--- src/rtl/ifetch_queue.sv ---
// Sequential instruction prefetch queue: issues word fetches on a req/gnt/rvalid
// bus, buffers up to DEPTH {inst, pc} entries and flushes on a branch redirect.
module ifetch_queue #(
  parameter int          DEPTH    = 4,
  parameter logic [31:0] RESET_PC = 32'h0000_0000
) (
  input  logic        clk_i,
  input  logic        rst_n_i,
  input  logic        redirect_i,
  input  logic [31:0] redirect_pc_i,
  output logic [31:0] inst_o,
  output logic [31:0] inst_pc_o,
  output logic        inst_valid_o,
  input  logic        inst_ready_i,
  output logic        mem_req_o,
  output logic [31:0] mem_addr_o,
  input  logic        mem_gnt_i,
  input  logic        mem_rvalid_i,
  input  logic [31:0] mem_rdata_i
);
  localparam int          AW       = $clog2(DEPTH);
  localparam int          CW       = AW + 1;
  localparam logic [CW:0] LP_DEPTH = DEPTH[CW:0];

  logic [31:0]   r_inst_q [DEPTH];
  logic [31:0]   r_pc_q   [DEPTH];
  logic [AW-1:0] r_wptr, r_rptr;
  logic [CW-1:0] r_count, r_inflight, r_stale;
  logic          r_drop_pend;
  logic          r_req;
  logic [31:0]   r_addr, r_fetch_pc, r_resp_pc;

  logic          w_grant, w_pop, w_drop, w_push, w_launch;
  logic [31:0]   w_redirect_pc, w_launch_pc;
  logic [CW-1:0] w_count_nxt, w_inflight_nxt, w_stale_nxt;
  logic [CW:0]   w_occ_nxt;
  logic          w_drop_pend_nxt, w_req_nxt;
  logic [31:0]   w_addr_nxt, w_fetch_pc_nxt, w_resp_pc_nxt;
  logic [AW-1:0] w_wptr_nxt, w_rptr_nxt;

  // Core handshake: an entry transfers on any cycle where inst_valid_o and
  // inst_ready_i are both high; valid never depends on ready.
  assign inst_valid_o = (r_count != '0);
  assign inst_o       = r_inst_q[r_rptr];
  assign inst_pc_o    = r_pc_q[r_rptr];
  assign mem_req_o    = r_req;
  assign mem_addr_o   = r_addr;

  assign w_grant       = r_req & mem_gnt_i;
  assign w_pop         = inst_valid_o & inst_ready_i;
  assign w_drop        = mem_rvalid_i & (r_stale != '0);
  assign w_push        = mem_rvalid_i & ~w_drop & ~redirect_i;
  assign w_redirect_pc = {redirect_pc_i[31:2], 2'b00};

  always_comb begin
    w_inflight_nxt  = r_inflight + CW'(w_grant) - CW'(mem_rvalid_i);
    w_count_nxt     = r_count + CW'(w_push) - CW'(w_pop);
    w_stale_nxt     = r_stale - CW'(w_drop) + CW'(w_grant & r_drop_pend);
    w_drop_pend_nxt = r_drop_pend & ~w_grant;
    w_resp_pc_nxt   = w_push ? r_resp_pc + 32'd4 : r_resp_pc;
    w_wptr_nxt      = r_wptr + AW'(w_push);
    w_rptr_nxt      = r_rptr + AW'(w_pop);
    w_launch_pc     = r_fetch_pc;
    if (redirect_i) begin
      // Everything still owed by the bus after this edge belongs to the old path.
      w_count_nxt     = '0;
      w_stale_nxt     = w_inflight_nxt;
      w_drop_pend_nxt = r_req & ~mem_gnt_i;
      w_resp_pc_nxt   = w_redirect_pc;
      w_wptr_nxt      = '0;
      w_rptr_nxt      = '0;
      w_launch_pc     = w_redirect_pc;
    end
    w_occ_nxt      = {1'b0, w_count_nxt} + {1'b0, w_inflight_nxt};
    w_launch       = (~r_req | mem_gnt_i) & (w_occ_nxt < LP_DEPTH);
    w_req_nxt      = w_launch | (r_req & ~mem_gnt_i);
    w_addr_nxt     = w_launch ? w_launch_pc : r_addr;
    w_fetch_pc_nxt = w_launch ? w_launch_pc + 32'd4 : w_launch_pc;
  end

  always_ff @(posedge clk_i or negedge rst_n_i) begin
    if (!rst_n_i) begin
      r_req       <= 1'b0;
      r_addr      <= RESET_PC;
      r_fetch_pc  <= RESET_PC;
      r_resp_pc   <= RESET_PC;
      r_count     <= '0;
      r_inflight  <= '0;
      r_stale     <= '0;
      r_drop_pend <= 1'b0;
      r_wptr      <= '0;
      r_rptr      <= '0;
    end else begin
      r_req       <= w_req_nxt;
      r_addr      <= w_addr_nxt;
      r_fetch_pc  <= w_fetch_pc_nxt;
      r_resp_pc   <= w_resp_pc_nxt;
      r_count     <= w_count_nxt;
      r_inflight  <= w_inflight_nxt;
      r_stale     <= w_stale_nxt;
      r_drop_pend <= w_drop_pend_nxt;
      r_wptr      <= w_wptr_nxt;
      r_rptr      <= w_rptr_nxt;
    end
  end

  always_ff @(posedge clk_i or negedge rst_n_i) begin
    if (!rst_n_i) begin
      for (int i = 0; i < DEPTH; i++) begin
        r_inst_q[i] <= '0;
        r_pc_q[i]   <= '0;
      end
    end else if (w_push) begin
      r_inst_q[r_wptr] <= mem_rdata_i;
      r_pc_q[r_wptr]   <= r_resp_pc;
    end
  end

endmodule

--- config.mk ---
export PLATFORM = sky130hd
export DESIGN_NAME = ifetch_queue
export DESIGN_NICKNAME = d
export VERILOG_FILES = /design/src/rtl/ifetch_queue.sv
export SDC_FILE = /design/constraint.sdc
export NUM_CORES = 1
export LEC_CHECK = 0
export CAP_MARGIN = 15
export CORE_ASPECT_RATIO = 1.75
export CORE_UTILIZATION = 25
export CTS_BUF_LIST = sky130_fd_sc_hd__clkbuf_16
export CTS_CLUSTER_DIAMETER = 30
export DETAILED_ROUTE_END_ITERATION = 16
export DONT_BUFFER_PORTS = 1
export GPL_TIMING_DRIVEN = 0
export PLACE_DENSITY_LB_ADDON = 0.3
export SYNTH_ARGS = -nofsm -noshare
export SYNTH_HDL_FRONTEND = slang
export SYNTH_SLANG_ARGS = --single-unit
--- constraint.sdc ---
create_clock -name clk_i -period 4.3 [get_ports clk_i]
set_clock_uncertainty 0.15 [all_clocks]
set_input_delay 0.86 -clock clk_i [delete_from_list [all_inputs] [get_ports clk_i]]
set_output_delay 0.86 -clock clk_i [all_outputs]
set_load 0.05 [all_outputs]
==> results of run 1 <==
flip-flops by register name, indices dropped and copies added, names as in the netlist, 3 cells and up:
| name | cells |
|---|---|
| r_count | 3 |
| mem_addr_o | 32 |
| r_inflight | 3 |
| r_fetch_pc | 32 |
| r_stale | 3 |
| r_inst_q | 128 |
| r_pc_q | 120 |
| r_resp_pc | 30 |
cells by family after synthesis:
family | after synthesis
other | 1
DFF | 357
muxes | 338
xor gates and xnor gates | 70
buffers and inverters | 85
and+or+nand+nor | 212
AOI/OAI and AO/OA | 92
adders and majority gates | 15
power groups by stage:
stage          logic (W)  clock network [W]  registers (W)
2_1_floorplan    0.00365                  0        0.00488
3_3_place_gp     0.00448                  0        0.00500
3_5_place_dp     0.00455                  0        0.00503
4_1_cts          0.00466            0.00482        0.00498
5_1_grt          0.00500            0.00496        0.00506
6_report         0.00462            0.00469        0.00497
layout make-up:
cell class / instances / area, um^2
flip-flops and latches: 357 / 8930
well taps: 812 / 1020
inverters: 12 / 45.0
clock buffers: 59 / 1480
plain buffers: 72 / 469
repair buffers: 13 / 105
multi-input cells: 729 / 7010
diodes: 2 / 5.00
clock inverters: 50 / 499
fillers: 6460 / 44900
final timing paths:
path | cells past startpoint | to | from
min reg2reg | 1 | r_inst_q[108] | r_inst_q[108]
min in group clk_i | 1 | r_drop_pend | mem_gnt_i
min | 0 | r_stale[1] | rst_n_i
max in group asynchronous | 0 | r_inst_q[34] | rst_n_i
max reg2reg | 18 | r_fetch_pc[31] | r_stale[1]
max | 18 | r_fetch_pc[31] | r_stale[1]
routing by layer:
| metal | vias up | GRT usage | wire length [um] |
|---|---|---|---|
| met5 | - | 0 | 13 |
| met1 | 5089 | 0.139 | 15800 |
| met2 | 249 | 0.244 | 23100 |
| met3 | 96 | 0.0368 | 2780 |
| li1 | 4370 | - | - |
| met4 | 2 | 0.0632 | 1800 |
cells in the mapped netlist (all sizes together) (9+ instances only):
| cell type | count | area share |
|---|---|---|
| mux2 | 251 | 0.17 |
| nand3 | 22 | 0.0067 |
| mux2i | 25 | 0.015 |
| nor2 | 25 | 0.0059 |
| xor2 | 42 | 0.023 |
| buf | 43 | 0.020 |
| nor2b | 11 | 0.0042 |
| o21ai | 59 | 0.018 |
| clkbuf | 30 | 0.0069 |
| mux4 | 62 | 0.086 |
| dfrtp | 357 | 0.55 |
| ha | 12 | 0.0092 |
| xnor2 | 28 | 0.015 |
| inv | 12 | 0.0028 |
| nand2 | 91 | 0.021 |
| nand4 | 11 | 0.0042 |
| a21oi | 9 | 0.0028 |
placed cells by master (no fill, tap or decap), types with 7 or more instances in the layout:
master / instances
dfrtp_1: 356
mux2_2: 218
nand2_1: 90
mux4_2: 62
clkbuf_16: 59
o21ai_0: 58
xor2_1: 42
mux2_1: 33
xnor2_1: 27
mux2i_1: 25
clkbuf_1: 24
nor2_1: 22
buf_6: 22
nand3_1: 21
buf_2: 18
inv_1: 17
buf_4: 14
ha_1: 12
nor2b_1: 11
nand4_1: 11
clkinvlp_4: 11
a21oi_1: 9
a31oi_1: 8
clkinv_2: 8
nand2b_1: 7
bufinv_16: 7
through the flow:
step / TNS [ns] / hold slack [ns] / instance area (um^2) / std cells / power [W]
final: 0 / -0.198 / 19600 / 2106 / 0.0143
after global routing: -0.0110 / -0.234 / 19600 / 2104 / 0.0150
after CTS: 0 / -0.249 / 19500 / 2097 / 0.0145
after detailed placement: -60.72 / 0.324 / 17400 / 1983 / 0.00958
after global placement: -60.28 / 0.312 / 17400 / 1983 / 0.00947
after floorplan: 0 / 0.303 / 16400 / 1171 / 0.00853
repair_timing:
item                                    in CTS  in global routing
endpoints found under the hold margin      357                357
pin swaps                                    5                  8
setup buffers                                6                  7
gates resized for setup                     17                 18
cloned                                       0                  0
endpoints found under the setup margin      82                 45
==> qor.yml, run 1 <==
synthesis:
  ys_seq_elements: 357
  synth.area.mux_share: 0.274
  synth_edf_count: 0
  yosysSeqAreaShare: 0.547
  ys_warn_count: 0
  synth_top_family_by_area: "multiplexers"
  avgSynthCellArea_um2: 14.0
  yosys.area_share.simple: 0.0657
  synth-adder-area-share: 0.0129
  synth_compound_area_frac: 0.0326
  synth_xor_area_frac: 0.0375
  synth_area_mm2: 0.0163
  synthArstFlopShare: 1.00
  synth_cell_types: 53
  postSynthCellCount: 1170
  synthFlopType: "dfrtp_1"
clocking:
  clock_sinks: 357
  root_buffer: "clkbuf_16"
  clk_pin_slew_ns: 0.06
  clk_latency_ns: 0.61
  htreeDepth: 2
  cts_tree: "done"
  cts_buffers: 59
  cts.path.max_buffers: 3
final_layout:
  drive_gt1_frac: 0.358
  area_delta_synth_final_pct: 19.8
  utilization: 0.303
  layout.nets: 1329
job:
  maxCapViolCount: 0
global_route:
  grt_max_degree: 358
  grt-ovfl-total: 0
  first_global_vias: 10890
  track_usage: 0.133
  grt_pass1_wl_mm: 66.7
  antenna_found_initial: 2
critical_path:
  critPathBufInv: 4
  critical-path-top-delay-family: "simple AND/OR/NAND/NOR gates"
  slowest_delay_ns: 0.44
  path_cells: "nor4b_4 > and2b_2 > inv_2 > ha_1 > inv_1 > ha_1 > inv_1 > fa_2 > xnor2_2 > nor2_2 > ha_1 > nor3_4 > and3_4 > and4_4 > buf_6 > nand3_4 > nor3_4 > xnor2_1"
  reg2reg_slack_ns: 0.18
  arrival_ns: 4.51
  worst-setup-path-type: "flop to flop"
  crit_top_cell: "ha_1"
  crit_required_ns: 4.69
  crit_path_end_kind: "flop"
  cp-start-kind: "flop"
  crit_fanout: 9
  cpMaxStageDelayCell: "dfrtp_2"
timing:
  hold_violations: 333
  slew_violations: 0
  setup_ws_ns: 0.178
  fmax_ghz: 0.243
  timing.final.crit_period_ns: 4.12
  worstMarginPinSlew_ns: 0.985
  holdWs_ns: -0.198
  setup_viol: 0
  max-slew-margin-rel: 0.341
  timing.final.crit_share: 0.959
detailed_routing:
  drt_wl_total_mm: 43.5
  wire_per_inst_um: 20.7
  drt.antenna.violating_nets: 0
  vias_per_cell: 4.66
  via_count: 9806
  remaining_drc_errors: 0
  firstDrtPassIters: 6
  drt_iter0_drc: 334
power:
  p_per_area_mw_per_mm2: 730
  irDropWorstVdd_mv: 0.813
  switching_share: 0.402
  p_seq_frac: 0.348
  p_sw_w: 0.00574
  comb_power_share: 0.323
  leakage_nw: 8.66
  pwr-share-clk: 0.328
  intPower_w: 0.00853
place:
  place.detailed.hpwl_mm: 30.1
  gp_congestion: 0.832
  dp_slack_ns: -1.55
  numPortBuffers: 0
die:
  core_region_area_mm2: 0.0645
  die_y_um: 340
  dieWidth_um: 195
  fp-row-count: 123
  die_area_mm2: 0.0664
  ios: 168
  initial_utilization: 0.253
worst_hold_path:
  hp-class: "primary input to async pin"
outcome:
  violations: "negative hold slack"
  outcome: "finished, violations left"
Note: power is estimated with default switching activity, not from simulation.
==> run 2, diff against run 1 <==
--- a/config.mk
+++ b/config.mk
@@ -7,13 +7,14 @@
 export LEC_CHECK = 0
 export CAP_MARGIN = 15
 export CORE_ASPECT_RATIO = 1.75
-export CORE_UTILIZATION = 25
+export CORE_UTILIZATION = 58
 export CTS_BUF_LIST = sky130_fd_sc_hd__clkbuf_16
 export CTS_CLUSTER_DIAMETER = 30
 export DETAILED_ROUTE_END_ITERATION = 16
 export DONT_BUFFER_PORTS = 1
 export GPL_TIMING_DRIVEN = 0
 export PLACE_DENSITY_LB_ADDON = 0.3
+export SETUP_SLACK_MARGIN = 0.3
 export SYNTH_ARGS = -nofsm -noshare
 export SYNTH_HDL_FRONTEND = slang
 export SYNTH_SLANG_ARGS = --single-unit
==> qor.yml, run 2 (same netlist as run 1, synthesis figures left out) <==
outcome:
  outcome: "finished, violations left"
  violations: "negative hold slack"
final_layout:
  fin_area_mm2: 0.0187
  most-common-layout-cells: "354 x dfrtp_1, 218 x mux2_2, 90 x nand2_1"
  layout.nets: 1322
  drive_gt1_frac: 0.356
  fillers: 1989
  reg_top3: "r_inst_q: 128 flops, r_pc_q: 120 flops"
  area_delta_synth_final_pct: 14.6
  top_register: "r_inst_q"
  diodes: 0
  final_common_cell: "dfrtp_1"
  largest_reg_flops: 128
place:
  dp_slack_ns: -0.737
  place_area_mm2: 0.0169
  numPortBuffers: 0
  gp_congestion: 0.887
  place.detailed.hpwl_mm: 23.7
power:
  p_per_area_mw_per_mm2: 724
  intPower_w: 0.00810
  pwr-share-clk: 0.290
  comb_power_share: 0.342
  leakage_nw: 8.52
  p_seq_frac: 0.367
  irDropWorstVdd_mv: 0.842
  switching_share: 0.402
  p_sw_w: 0.00544
detailed_routing:
  via_count: 9661
  drt.antenna.violating_nets: 0
  wire_per_inst_um: 21.7
  vias_per_cell: 5.88
  drt_iter0_drc: 376
  remaining_drc_errors: 0
  drt_wl_total_mm: 35.7
  firstDrtPassIters: 5
critical_path:
  path_cells: "nor4b_4 > and2b_2 > inv_4 > ha_4 > inv_4 > ha_4 > inv_2 > fa_2 > xnor2_2 > nor2_1 > ha_1 > nor3_2 > and3_4 > and3_4 > buf_6 > o211ai_4 > nor4_2 > xnor2_1"
  crit_required_ns: 4.61
  worst-setup-path-type: "flop to flop"
  crit_fanout: 8
  crit_path_end_kind: "flop"
  slowest_delay_ns: 0.43
  cpMaxStageDelayCell: "dfrtp_2"
  cp-start-kind: "flop"
  rr_worst_depth: 18
  arrival_ns: 4.30
die:
  die_area_mm2: 0.0289
  fp-row-count: 80
  initial_utilization: 0.595
  ios: 168
  dieWidth_um: 129
  die_y_um: 224
  core_region_area_mm2: 0.0274
timing:
  timing.final.crit_share: 0.929
  setup_viol: 0
  max-slew-margin-rel: 0.406
  setup_ws_ns: 0.306
  slew_violations: 0
  hold_violations: 103
  holdWs_ns: -0.138
  fmax_ghz: 0.250
  setup_tns_ns: 0
  rsz0062_at_grt: "yes"
  worstMarginPinSlew_ns: 0.891
  timing.final.crit_period_ns: 3.99
clocking:
  cts_buffers: 47
  cts_tree: "done"
  clk_latency_ns: 0.54
  clock_sinks: 357
  cts.path.max_buffers: 3
  htreeDepth: 2
  clk_pin_slew_ns: 0.06
  root_buffer: "clkbuf_16"
global_route:
  grt_max_degree: 358
  antenna_found_initial: 0
  track_usage: 0.258
  grt_pass1_wl_mm: 57.0
  first_global_vias: 10592
  grt-ovfl-total: 0
worst_hold_path:
  hp-class: "primary input to async pin"
job:
  maxCapViolCount: 0
[run 2: changes by cell type in the layout (fill, tap and decap cells not counted), sizes merged]
cell and change:
inv +1, clkbuf -10, clkdlybuf4s15 +1, clkinv -4, clkinvlp -8, diode -2, bufinv -2, buf +4
[run 2: worst paths after layout]
check	startpoint	end	slack (ns)
worst max-delay path	r_stale[2]	r_fetch_pc[24]	0.31
worst min-delay path	rst_n_i	r_drop_pend	-0.14
worst max register to register	r_stale[2]	r_fetch_pc[24]	0.31
worst min register to register	r_inst_q[65]	r_inst_q[65]	0.33
max in group asynchronous	rst_n_i	r_pc_q[94]	3.39
min in group clk_i	mem_gnt_i	r_drop_pend	0.25
[run 2: power groups by stage]
stage / Sequential (W) / Combinational, W / Clock, W
floorplan: 0.00488 / 0.00370 / 0
global placement: 0.00498 / 0.00427 / 0
detailed placement: 0.00502 / 0.00441 / 0
CTS: 0.00498 / 0.00453 / 0.00400
global route: 0.00506 / 0.00494 / 0.00414
finish: 0.00497 / 0.00463 / 0.00393
[run 2: area by class of cell]
type                       count  area [um^2]  area share
sequential                   357         8940       0.478
clock inverter                37          368      0.0197
clock buffer                  49         1230      0.0655
inverter                      12         50.0     0.00268
timing repair buffer          17          128     0.00682
tap                          369          462      0.0247
multi-input combinational    729         7050       0.377
buffer                        73          488      0.0261
[run 2: stage by stage]
stage / util / cells / power (W)
after floorplan: - / 1171 / 0.00858
after global placement: 0.616 / 1540 / 0.00926
after detailed placement: 0.616 / 1540 / 0.00943
after CTS: 0.678 / 1631 / 0.0135
after global routing: 0.682 / 1643 / 0.0141
final: 0.682 / 1643 / 0.0135
[run 2: worst max-delay path: cells and delay by family, from the launching register on]
| family | cells | cell delay (ns) |
|---|---|---|
| simple gates | 7 | 1.65 |
| fa+ha+maj | 4 | 0.92 |
| flops | 1 | 0.43 |
| xor+xnor | 2 | 0.30 |
| buf+inv | 4 | 0.26 |
| compound gates | 1 | 0.17 |
[run 2: routing by layer]
metal	vias to the layer above	GRT usage	part of all wire
li1	4347	-	-
met1	5020	0.290	0.38
met2	227	0.465	0.53
met3	67	0.0619	0.056
met4	0	0.0983	0.031
met5	-	0	0
[run 2: what timing repair did]
action | in CTS | in global routing
endpoints found under the hold margin | 357 | 357
pin swaps | 5 | 12
resized for setup | 18 | 8
setup endpoints to repair | 79 | 43
setup buffers | 5 | 12
==> run 3, diff against run 2 <==
--- a/config.mk
+++ b/config.mk
@@ -8,7 +8,6 @@
 export CAP_MARGIN = 15
 export CORE_ASPECT_RATIO = 1.75
 export CORE_UTILIZATION = 58
-export CTS_BUF_LIST = sky130_fd_sc_hd__clkbuf_16
 export CTS_CLUSTER_DIAMETER = 30
 export DETAILED_ROUTE_END_ITERATION = 16
 export DONT_BUFFER_PORTS = 1
==> qor.yml, run 3 (same netlist as run 1, synthesis figures left out) <==
outcome:
  outcome: "finished, violations left"
  violations: "negative hold slack"
die:
  die_y_um: 224
  fp-row-count: 80
  initial_utilization: 0.595
  dieWidth_um: 129
  core_region_area_mm2: 0.0274
  die_area_mm2: 0.0289
  ios: 168
final_layout:
  most-common-layout-cells: "355 x dfrtp_1, 218 x mux2_2, 90 x nand2_1"
  area_delta_synth_final_pct: 14.8
  diodes: 0
  final_common_cell: "dfrtp_1"
  reg_top3: "r_inst_q: 128 flops, r_pc_q: 120 flops"
  layout.cells.non_filler: 1638
  layout.nets: 1317
  drive_gt1_frac: 0.358
  fillers: 1988
  largest_reg_flops: 128
  top_register: "r_inst_q"
timing:
  hold_violations: 108
  holdWs_ns: -0.134
  timing.final.crit_period_ns: 3.96
  slew_violations: 0
  fmax_ghz: 0.253
  max-slew-margin-rel: 0.257
  setup_tns_ns: 0
  timing.final.crit_share: 0.920
  worstMarginPinSlew_ns: 1.12
  setup_viol: 0
  rsz0062_at_grt: "yes"
critical_path:
  critPathBufInv: 4
  cpMaxStageDelayCell: "dfrtp_2"
  crit_fanout: 8
  rr_worst_depth: 18
  r2r-start: "r_stale[2]"
  crit_required_ns: 4.60
  cp-start-kind: "flop"
  crit_path_end_kind: "flop"
  path_cells: "nor4b_4 > and2b_2 > inv_2 > ha_4 > inv_4 > ha_4 > inv_2 > fa_2 > xnor2_2 > nor2_1 > ha_1 > nor3_2 > and3_4 > and3_4 > buf_6 > o211ai_4 > nor4_2 > xnor2_1"
  critical-path-top-delay-family: "simple AND/OR/NAND/NOR gates"
  arrival_ns: 4.26
  worstSetupPathDepth: 18
  worst-setup-path-type: "flop to flop"
  slowest_delay_ns: 0.43
  setup.worst_path.start: "r_stale[2]"
global_route:
  grt-ovfl-total: 0
  track_usage: 0.258
  grt_max_degree: 358
  first_global_vias: 10610
  grt_pass1_wl_mm: 57.1
  antenna_found_initial: 0
power:
  p_per_area_mw_per_mm2: 724
  irDropWorstVdd_mv: 0.878
  switching_share: 0.399
  comb_power_share: 0.334
  p_sw_w: 0.00541
  p_seq_frac: 0.367
  leakage_nw: 8.51
  pwr-share-clk: 0.300
  intPower_w: 0.00815
detailed_routing:
  drt_iter0_drc: 406
  wire_per_inst_um: 21.7
  drt_wl_total_mm: 35.5
  remaining_drc_errors: 0
  drt.antenna.violating_nets: 0
  via_count: 9662
  firstDrtPassIters: 4
  vias_per_cell: 5.90
worst_hold_path:
  hp-class: "primary input to async pin"
clocking:
  cts_tree: "done"
  clock_sinks: 357
  root_buffer: "clkbuf_16"
  cts.path.max_buffers: 3
  clk_latency_ns: 0.55
  htreeDepth: 2
  clk_pin_slew_ns: 0.06
  cts_buffers: 47
place:
  gp_congestion: 0.887
  placed_cells: 1540
  numPortBuffers: 0
  place.detailed.hpwl_mm: 23.7
job:
  maxCapViolCount: 0
[run 3: changes by cell type in the layout (fill, tap and decap cells not counted), moves of 5 or more]
| cell | delta |
|---|---|
| buf_4 | -5 |
| inv_1 | -5 |
| clkbuf_8 | +7 |
| clkbuf_1 | +5 |
| clkinv_1 | -7 |
[run 3: layout make-up]
cell class,instances,area [um^2],share of cell area
inverters,12,47.5,0.00254
clock inverters,25,323,0.0172
repair buffers,12,90.1,0.00481
flip-flops and latches,357,8940,0.477
well taps,369,462,0.0246
plain buffers,73,484,0.0258
multi-input cells,729,7060,0.377
clock buffers,61,1340,0.0716
[run 3: path summary, 6_finish.rpt]
path | endpoint | slack [ns]
max | r_fetch_pc[24] | 0.34
min | r_drop_pend | -0.13
max reg2reg | r_fetch_pc[24] | 0.34
min reg2reg | r_inst_q[65] | 0.33
max in group asynchronous | r_fetch_pc[15] | 3.22
min in group clk_i | r_drop_pend | 0.25
[run 3: worst register-to-register path: stages (launching register included)]
cell	delay (ns)
dfrtp_2	0.43
nor4b_4	0.38
and2b_2	0.23
inv_2	0.08
ha_4	0.22
inv_4	0.05
ha_4	0.11
inv_2	0.03
fa_2	0.36
xnor2_2	0.14
nor2_1	0.14
ha_1	0.26
nor3_2	0.16
and3_4	0.25
and3_4	0.19
buf_6	0.13
o211ai_4	0.17
nor4_2	0.23
xnor2_1	0.16
[run 3: layer usage]
metal,track usage,up-vias,part of all wire
met1,0.290,5004,0.37
met3,0.0614,76,0.058
met4,0.100,0,0.034
li1,-,4341,-
met2,0.466,241,0.53
met5,0,-,0
[run 3: stage by stage]
stage | area, um^2 | hold slack, ns | power (W) | worst slack (ns) | utilization
floorplan | 16400 | 0.303 | 0.00858 | 0.144 | -
global route | 18700 | -0.160 | 0.0142 | 0.215 | 0.683
CTS | 18700 | -0.165 | 0.0136 | 0.216 | 0.680
detailed placement | 16900 | 0.324 | 0.00943 | -0.737 | 0.616
global placement | 16900 | 0.312 | 0.00926 | -0.750 | 0.616
finish | 18700 | -0.134 | 0.0136 | 0.345 | 0.683
[run 3: power by group through the flow]
stage,Combinational (W),Sequential [W],Clock (W)
2_1_floorplan,0.00370,0.00488,0
3_3_place_gp,0.00427,0.00498,0
3_5_place_dp,0.00441,0.00502,0
4_1_cts,0.00451,0.00498,0.00414
5_1_grt,0.00484,0.00506,0.00428
6_report,0.00453,0.00497,0.00406
[run 3: timing repair]
action	in CTS	in global routing
buffers inserted	5	7
pin swaps	5	6
setup endpoints to repair	79	49
hold endpoints to repair	357	357
gates resized for setup	16	9
